File: src/rtl/vga_pkg.sv
// Shared types, default raster timing and colour helpers for the VGA scanout slice.
package vga_pkg;

   localparam int CNT_W = 11;

   localparam int DEF_H_ACTIVE = 640;
   localparam int DEF_H_FP     = 16;
   localparam int DEF_H_SYNC   = 96;
   localparam int DEF_H_BP     = 48;
   localparam int DEF_V_ACTIVE = 480;
   localparam int DEF_V_FP     = 10;
   localparam int DEF_V_SYNC   = 2;
   localparam int DEF_V_BP     = 33;

   typedef struct packed {
      logic [3:0] r;
      logic [3:0] g;
      logic [3:0] b;
   } rgb444_t;

   typedef struct packed {
      logic hs;
      logic vs;
      logic active;
      logic inwin;
   } ctl_t;

   localparam ctl_t CTL_IDLE = '{hs: 1'b1, vs: 1'b1, active: 1'b0, inwin: 1'b0};

   function automatic logic [7:0] expand4to8(input logic [3:0] c);
      return {c, c};
   endfunction

endpackage

File: src/rtl/vga_timing_gen.sv
// Raster counters, sync decode and frame markers; counters are held at zero while en is low.
module vga_timing_gen
   import vga_pkg::*;
#(
   parameter int H_ACTIVE = DEF_H_ACTIVE,
   parameter int H_FP     = DEF_H_FP,
   parameter int H_SYNC   = DEF_H_SYNC,
   parameter int H_BP     = DEF_H_BP,
   parameter int V_ACTIVE = DEF_V_ACTIVE,
   parameter int V_FP     = DEF_V_FP,
   parameter int V_SYNC   = DEF_V_SYNC,
   parameter int V_BP     = DEF_V_BP
) (
   input  logic             clk,
   input  logic             rst_n,
   input  logic             en,
   output logic [CNT_W-1:0] hc,
   output logic [CNT_W-1:0] vc,
   output logic             hs,
   output logic             vs,
   output logic             active,
   output logic             frame_start,
   output logic             frame_last
);

   localparam logic [CNT_W-1:0] HA    = CNT_W'(H_ACTIVE);
   localparam logic [CNT_W-1:0] HS0   = CNT_W'(H_ACTIVE + H_FP);
   localparam logic [CNT_W-1:0] HS1   = CNT_W'(H_ACTIVE + H_FP + H_SYNC);
   localparam logic [CNT_W-1:0] HLAST = CNT_W'(H_ACTIVE + H_FP + H_SYNC + H_BP - 1);
   localparam logic [CNT_W-1:0] VA    = CNT_W'(V_ACTIVE);
   localparam logic [CNT_W-1:0] VS0   = CNT_W'(V_ACTIVE + V_FP);
   localparam logic [CNT_W-1:0] VS1   = CNT_W'(V_ACTIVE + V_FP + V_SYNC);
   localparam logic [CNT_W-1:0] VLAST = CNT_W'(V_ACTIVE + V_FP + V_SYNC + V_BP - 1);

   always_ff @(posedge clk or negedge rst_n) begin
      if (!rst_n) begin
         hc <= '0;
         vc <= '0;
      end else if (!en) begin
         hc <= '0;
         vc <= '0;
      end else if (hc == HLAST) begin
         hc <= '0;
         vc <= (vc == VLAST) ? '0 : vc + CNT_W'(1);
      end else begin
         hc <= hc + CNT_W'(1);
      end
   end

   // rst_n gates frame_start so the idle zero count never looks like a frame origin.
   always_comb begin
      hs          = 1'b1;
      vs          = 1'b1;
      active      = 1'b0;
      frame_start = 1'b0;
      frame_last  = 1'b0;
      if (en) begin
         hs          = !((hc >= HS0) && (hc < HS1));
         vs          = !((vc >= VS0) && (vc < VS1));
         active      = (hc < HA) && (vc < VA);
         frame_start = rst_n && (hc == '0) && (vc == '0);
         frame_last  = (hc == HLAST) && (vc == VLAST);
      end
   end

endmodule

File: src/rtl/vga_scanout.sv
// VGA scanout top: shadowed origin/scale, image window, framebuffer addressing, output alignment.
// Define VGA_DBUF_EN for front/back buffer swapping at the start of vertical blanking.
module vga_scanout
   import vga_pkg::*;
#(
   parameter int      H_ACTIVE   = DEF_H_ACTIVE,
   parameter int      H_FP       = DEF_H_FP,
   parameter int      H_SYNC     = DEF_H_SYNC,
   parameter int      H_BP       = DEF_H_BP,
   parameter int      V_ACTIVE   = DEF_V_ACTIVE,
   parameter int      V_FP       = DEF_V_FP,
   parameter int      V_SYNC     = DEF_V_SYNC,
   parameter int      V_BP       = DEF_V_BP,
   parameter int      IMG_W      = 256,
   parameter int      IMG_H      = 256,
   parameter int      MEM_LAT    = 1,
   parameter rgb444_t BORDER_RGB = 12'h000,
`ifdef VGA_DBUF_EN
   localparam int     RAW        = $clog2(IMG_W * IMG_H) + 1
`else
   localparam int     RAW        = $clog2(IMG_W * IMG_H)
`endif
) (
   input  logic           clk,
   input  logic           rst_n,
   input  logic           en,
   input  logic [9:0]     x0,
   input  logic [8:0]     y0,
   input  logic           scale2,
   input  logic           swap_req,
   output logic           swap_ack,
   output logic           front_sel,
   output logic [RAW-1:0] fb_raddr,
   input  logic [11:0]    fb_rdata,
   output logic           frame_start,
   output logic           VGA_HS,
   output logic           VGA_VS,
   output logic           VGA_BLANK_N,
   output logic           VGA_SYNC_N,
   output logic [7:0]     VGA_R,
   output logic [7:0]     VGA_G,
   output logic [7:0]     VGA_B
);

   localparam int CW = $clog2(IMG_W);
   localparam int AW = $clog2(IMG_W * IMG_H);
   localparam int RW = AW - CW;

   logic [CNT_W-1:0] hc, vc;
   logic             hs, vs, active, frame_last;

   vga_timing_gen #(
      .H_ACTIVE (H_ACTIVE),
      .H_FP     (H_FP),
      .H_SYNC   (H_SYNC),
      .H_BP     (H_BP),
      .V_ACTIVE (V_ACTIVE),
      .V_FP     (V_FP),
      .V_SYNC   (V_SYNC),
      .V_BP     (V_BP)
   ) u_timing (
      .clk         (clk),
      .rst_n       (rst_n),
      .en          (en),
      .hc          (hc),
      .vc          (vc),
      .hs          (hs),
      .vs          (vs),
      .active      (active),
      .frame_start (frame_start),
      .frame_last  (frame_last)
   );

   logic       en_q, first;
   logic [9:0] sx0, ex0;
   logic [8:0] sy0, ey0;
   logic       ss2, es2;

   // The first cycle after en rises uses the live inputs so the restarted frame is consistent.
   assign first = en && !en_q;
   assign ex0   = first ? x0 : sx0;
   assign ey0   = first ? y0 : sy0;
   assign es2   = first ? scale2 : ss2;

   always_ff @(posedge clk or negedge rst_n) begin
      if (!rst_n) begin
         en_q <= 1'b0;
         sx0  <= '0;
         sy0  <= '0;
         ss2  <= 1'b0;
      end else begin
         en_q <= en;
         if (first || frame_last) begin
            sx0 <= x0;
            sy0 <= y0;
            ss2 <= scale2;
         end
      end
   end

   logic [CNT_W-1:0] x_lo, y_lo, w_span, h_span, dx, dy, xs, ys;
   logic             in_img;
   logic [CW-1:0]    col;
   logic [RW-1:0]    row;
   logic [RAW-1:0]   addr;
   logic             unused_bits;

   assign x_lo   = {1'b0, ex0};
   assign y_lo   = {2'b00, ey0};
   assign w_span = es2 ? CNT_W'(2 * IMG_W) : CNT_W'(IMG_W);
   assign h_span = es2 ? CNT_W'(2 * IMG_H) : CNT_W'(IMG_H);
   assign in_img = active && (hc >= x_lo) && (hc < x_lo + w_span)
                          && (vc >= y_lo) && (vc < y_lo + h_span);
   assign dx     = hc - x_lo;
   assign dy     = vc - y_lo;
   assign xs     = dx >> es2;
   assign ys     = dy >> es2;
   assign col    = xs[CW-1:0];
   assign row    = ys[RW-1:0];
   assign unused_bits = ^{xs[CNT_W-1:CW], ys[CNT_W-1:RW]};

`ifdef VGA_DBUF_EN
   logic pending, swap_pt;

   assign addr    = {front_sel, row, col};
   assign swap_pt = en && (hc == '0) && (vc == CNT_W'(V_ACTIVE));

   always_ff @(posedge clk or negedge rst_n) begin
      if (!rst_n) begin
         pending   <= 1'b0;
         front_sel <= 1'b0;
         swap_ack  <= 1'b0;
      end else begin
         swap_ack <= 1'b0;
         if (swap_pt && (pending || swap_req)) begin
            front_sel <= !front_sel;
            swap_ack  <= 1'b1;
            pending   <= 1'b0;
         end else if (swap_req) begin
            pending <= 1'b1;
         end
      end
   end
`else
   logic unused_swap;

   assign addr        = {row, col};
   assign front_sel   = 1'b0;
   assign swap_ack    = 1'b0;
   assign unused_swap = swap_req;
`endif

   always_ff @(posedge clk or negedge rst_n) begin
      if (!rst_n)
         fb_raddr <= '0;
      else if (in_img)
         fb_raddr <= addr;
   end

   // Control bits travel alongside the memory read so colour and sync leave together.
   ctl_t [MEM_LAT:0] pipe;
   ctl_t             cur, tail;

   assign cur  = '{hs: hs, vs: vs, active: active, inwin: in_img};
   assign tail = pipe[MEM_LAT];

   always_ff @(posedge clk or negedge rst_n) begin
      if (!rst_n)
         pipe <= {(MEM_LAT + 1){CTL_IDLE}};
      else if (!en)
         pipe <= {(MEM_LAT + 1){CTL_IDLE}};
      else
         pipe <= {pipe[MEM_LAT-1:0], cur};
   end

   logic    nxt_hs, nxt_vs, nxt_blank_n;
   rgb444_t pix;

   always_comb begin
      nxt_hs      = 1'b1;
      nxt_vs      = 1'b1;
      nxt_blank_n = 1'b0;
      pix         = '0;
      if (en) begin
         nxt_hs      = tail.hs;
         nxt_vs      = tail.vs;
         nxt_blank_n = tail.active;
         if (tail.inwin)
            pix = fb_rdata;
         else if (tail.active)
            pix = BORDER_RGB;
      end
   end

   always_ff @(posedge clk or negedge rst_n) begin
      if (!rst_n) begin
         VGA_HS      <= 1'b1;
         VGA_VS      <= 1'b1;
         VGA_BLANK_N <= 1'b0;
         VGA_R       <= '0;
         VGA_G       <= '0;
         VGA_B       <= '0;
      end else begin
         VGA_HS      <= nxt_hs;
         VGA_VS      <= nxt_vs;
         VGA_BLANK_N <= nxt_blank_n;
         VGA_R       <= expand4to8(pix.r);
         VGA_G       <= expand4to8(pix.g);
         VGA_B       <= expand4to8(pix.b);
      end
   end

   assign VGA_SYNC_N = 1'b0;

endmodule

File: config.mk
export PLATFORM = sky130hd
export DESIGN_NAME = vga_scanout
export DESIGN_NICKNAME = d
export VERILOG_FILES = /design/src/rtl/vga_pkg.sv /design/src/rtl/vga_timing_gen.sv /design/src/rtl/vga_scanout.sv
export SDC_FILE = /design/constraint.sdc
export NUM_CORES = 1
export LEC_CHECK = 0
export ABC_AREA = 1
export BUFFER_PORTS_ARGS = -buffer_cell sky130_fd_sc_hd__buf_2
export CORE_AREA = 2 2 108 110
export DETAILED_ROUTE_END_ITERATION = 16
export DIE_AREA = 0 0 110 112
export PLACE_DENSITY = 0.8
export SLEW_MARGIN = 25
export SYNTH_ARGS = -nofsm -noshare
export SYNTH_HDL_FRONTEND = slang
export SYNTH_SLANG_ARGS = --single-unit
File: constraint.sdc
create_clock -name clk -period 3.9 [get_ports clk]
set_input_delay 1.17 -clock clk [delete_from_list [all_inputs] [get_ports clk]]
set_output_delay 1.17 -clock clk [all_outputs]
set_load 0.01 [all_outputs]
==> PnR_summary.wiki <==
{| class="wikitable"
! Metric !! Value
|-
| Buffers on Ports || 78
|-
| Height of the die || 112 um
|-
| Post-detailed-routing wire length || 12100 um
|-
| Uppermost layer routed || met4
|-
| GRT Resource Usage Total || 20.5%
|-
| Via count of the first global-routing pass || 4389
|-
| Core ar. || 11200 sq um
|-
| Max rail drop VDD || 0.000288 V
|-
| Power per cell area || 376 nW/um^2
|-
| Average via count per standard cell || 4.95
|-
| Critical Path AT || 3.73 ns
|-
| Aggregate global routing overflow || 0
|-
| Number of filler instances in the final layout || 1061
|-
| Post-synthesis compound-gate area fraction || 9.64%
|-
| DRT met1 WL || 5500 um
|-
| Net count reported at finish || 866
|-
| Final GP Congestion || 0.911
|-
| Reg clk slew, reported paths || 0.06 ns
|-
| TritonCTS Buffers || 9
|-
| Final number of max-transition violations || 0
|-
| Worst-margin pin slew || 0.929 ns
|-
| Fin Clk Skew || 0.00522 ns
|-
| Final Cycle Share || 90.1%
|-
| Leak || 3.45 nW
|-
| Synthesized area per cell || 7.42 sq um
|-
| Amount of wire on met2 after detailed routing || 5520 um
|-
| Number of instances in the synthesized netlist || 723
|-
| Area growth syn-to-layout || 14.9%
|-
| Skew-Pair Late Insertion Delay || 0.33 ns
|-
| Number of synthesized flops with an enable pin || 0
|-
| Root buf cell || clkbuf_16
|-
| Endpoint required time on the critical path || 4.12 ns
|-
| Number of clock sinks || 82
|-
| Worst Setup Path Type || primary input to flip-flop
|-
| Min cycle time layout || 3.51 ns
|-
| TNS Setup || 0 ns
|-
| Count of cells resized by post-cts repair || 0
|-
| Slew HR || 38.1%
|-
| Drt first pass iters || 5
|-
| Die width || 110 um
|-
| Startpoint class of the critical path || primary input
|-
| Placed wire-length estimate || 8930 um
|-
| Final setup viols || 0
|-
| Drt first-iter violations || 350
|-
| Synth unique cells || 49
|-
| Warnings from Yosys || 0
|-
| Most common cell after layout, fill and taps aside || nand2_1
|-
| Achievable frequency || 0.285 GHz
|-
| Status || complete, no violations
|-
| Top fanout value on the critical path || 13
|-
| Path type of the worst min-delay path || flip-flop to flip-flop
|-
| Count of unresolved DRC violations after routing || 0
|-
| Antenna violations before repair || 0
|-
| Number of placement rows || 39
|-
| Die Area || 12300 sq um
|-
| Initial Util || 48.0%
|-
| Most frequent cells in the layout || nand2_1, inv_1, buf_2
|-
| Antenna viol nets, final || 0
|-
| Seq cells post-synth || 82
|-
| Count of hold buffers inserted by post-cts repair || 0
|-
| Maximum number of buffers from clock root to sink || 2
|-
| Clock tree from TritonCTS || yes
|-
| First-pass GRT wire length || 20000 um
|-
| Sequential share of the synthesized area || 38.4%
|-
| Antenna diode count || 0
|-
| Total Power || 2.32 mW
|-
| Asr flop ratio synth || 100%
|-
| Basic-gate share of the synthesized area counting and, or, nand and nor cells || 30.0%
|-
| H-tree levels || 3
|-
| Ys flop type || dfrtp_1
|-
| Number of I/O pins || 83
|-
| Post-synthesis share of cell area spent on xor and xnor gates || 1.63%
|-
| Portion of netlist area occupied by mux cells || 0%
|-
| RSZ-0062 raised after global routing || no
|-
| Post-synthesis cell area || 5360 sq um
|-
| Number of failing hold endpoints at the final stage || 0
|-
| Endpoint kind of the worst setup timing path || flip-flop
|-
| Post-CTS Repair Setup Buffers || 0
|-
| Layout cell share with drive strength beyond 1 || 18.0%
|-
| Maximum number of pins on one net before global-route repair || 82
|-
| Adder-cell share of the synthesized area || 7.98%
|-
| Max-cap viol count || 0
|-
| Total met3 wirelength after detailed routing || 900 um
|-
| Mean routed wirelength per cell || 12.8 um
|-
| Dominant combinational cell family by area after synthesis || simple AND/OR/NAND/NOR gates
|-
| Routed via count || 4677
|}
layer usage:
layer / up-vias / track usage (%)
met5: - / 0
met4: 0 / 5.91
met3: 10 / 4.45
met2: 149 / 32.7
met1: 2086 / 28.0
li1: 2432 / -
cells in the mapped netlist, types with 6 or more instances:
| cell | number | area (sq um) |
|---|---|---|
| o21ai_1 | 15 | 75.1 |
| nand4_1 | 18 | 113 |
| nor3_1 | 10 | 50.1 |
| buf_4 | 18 | 135 |
| o21ai_0 | 25 | 125 |
| ha_1 | 31 | 388 |
| nand3_1 | 44 | 220 |
| dfstp_2 | 6 | 158 |
| nand2_1 | 186 | 698 |
| dfrtp_1 | 76 | 1900 |
| inv_1 | 111 | 417 |
| nor2_1 | 68 | 255 |
| a21oi_1 | 37 | 185 |
cell type report:
type,instances,area [sq um],area share (%)
clock buffers,12,246,4.00
flip-flops and latches,82,2060,33.4
multi-input cells,496,2660,43.1
repair buffers,92,502,8.14
clock inverters,4,76.3,1.24
well taps,143,179,2.90
inverters,116,440,7.15
report_power, final:
| group | internal (mW) | leakage [nW] | switching (mW) |
|---|---|---|---|
| logic | 0.178 | 2.22 | 0.307 |
| clock network | 0.580 | 0.153 | 0.341 |
| registers | 0.891 | 1.07 | 0.0209 |
| total | 1.65 | 3.45 | 0.669 |
registers in the layout (all words and copies together), names as in the netlist:
signal       flops
VGA_VS           1
ss2              1
VGA_R            4
pipe             8
en_q             1
sx0             10
VGA_BLANK_N      1
fb_raddr        16
VGA_HS           1
u_timing.vc     11
VGA_G            4
sy0              9
VGA_B            4
u_timing.hc     11
worst max-delay path, stage by stage:
cell and delay (ns):
buf_2 0.12, inv_4 0.04, or2_4 0.29, buf_4 0.18
a21oi_1 0.33, ha_1 0.37, nand2_1 0.14, inv_1 0.06
a21oi_2 0.19, inv_1 0.06, nand2_1 0.06, nand4_2 0.26
buf_4 0.28, nand4_1 0.11, nand2_1 0.06
path summary, 6_finish.rpt:
kind / from / to / slack, ns / depth (start not counted)
worst max-delay path: en / fb_raddr[2] / 0.39 / 15
worst min-delay path: pipe[1] / pipe[5] / 0.44 / 2
worst max register to register: en_q / fb_raddr[2] / 0.98 / 13
worst min register to register: pipe[1] / pipe[5] / 0.44 / 2
max in group asynchronous: rst_n / fb_raddr[3] / 2.39 / 2
min in group asynchronous: rst_n / VGA_VS / 0.80 / 1
stage by stage:
step                setup slack (ns)  cells  instance area (sq um)  utilization, %  hold slack, ns
CTS                            0.414    945                   6160            55.1           0.444
finish                         0.387    945                   6160            55.1           0.438
global route                   0.118    945                   6160            55.1           0.480
detailed placement            0.0825    929                   5840            52.2           0.425
floorplan                     0.0787    725                   5370               -           0.413
global placement               0.139    929                   5830            52.2           0.420
cell families after synthesis:
group,count (synthesis)
XOR/XNOR,10
AO/OA/AOI/OAI,91
AND/OR/NAND/NOR,358
buffers and inverters,147
adder cells (fa/ha/maj),33
other,2
flip-flops,82
Power figures use the tool's default switching activity.
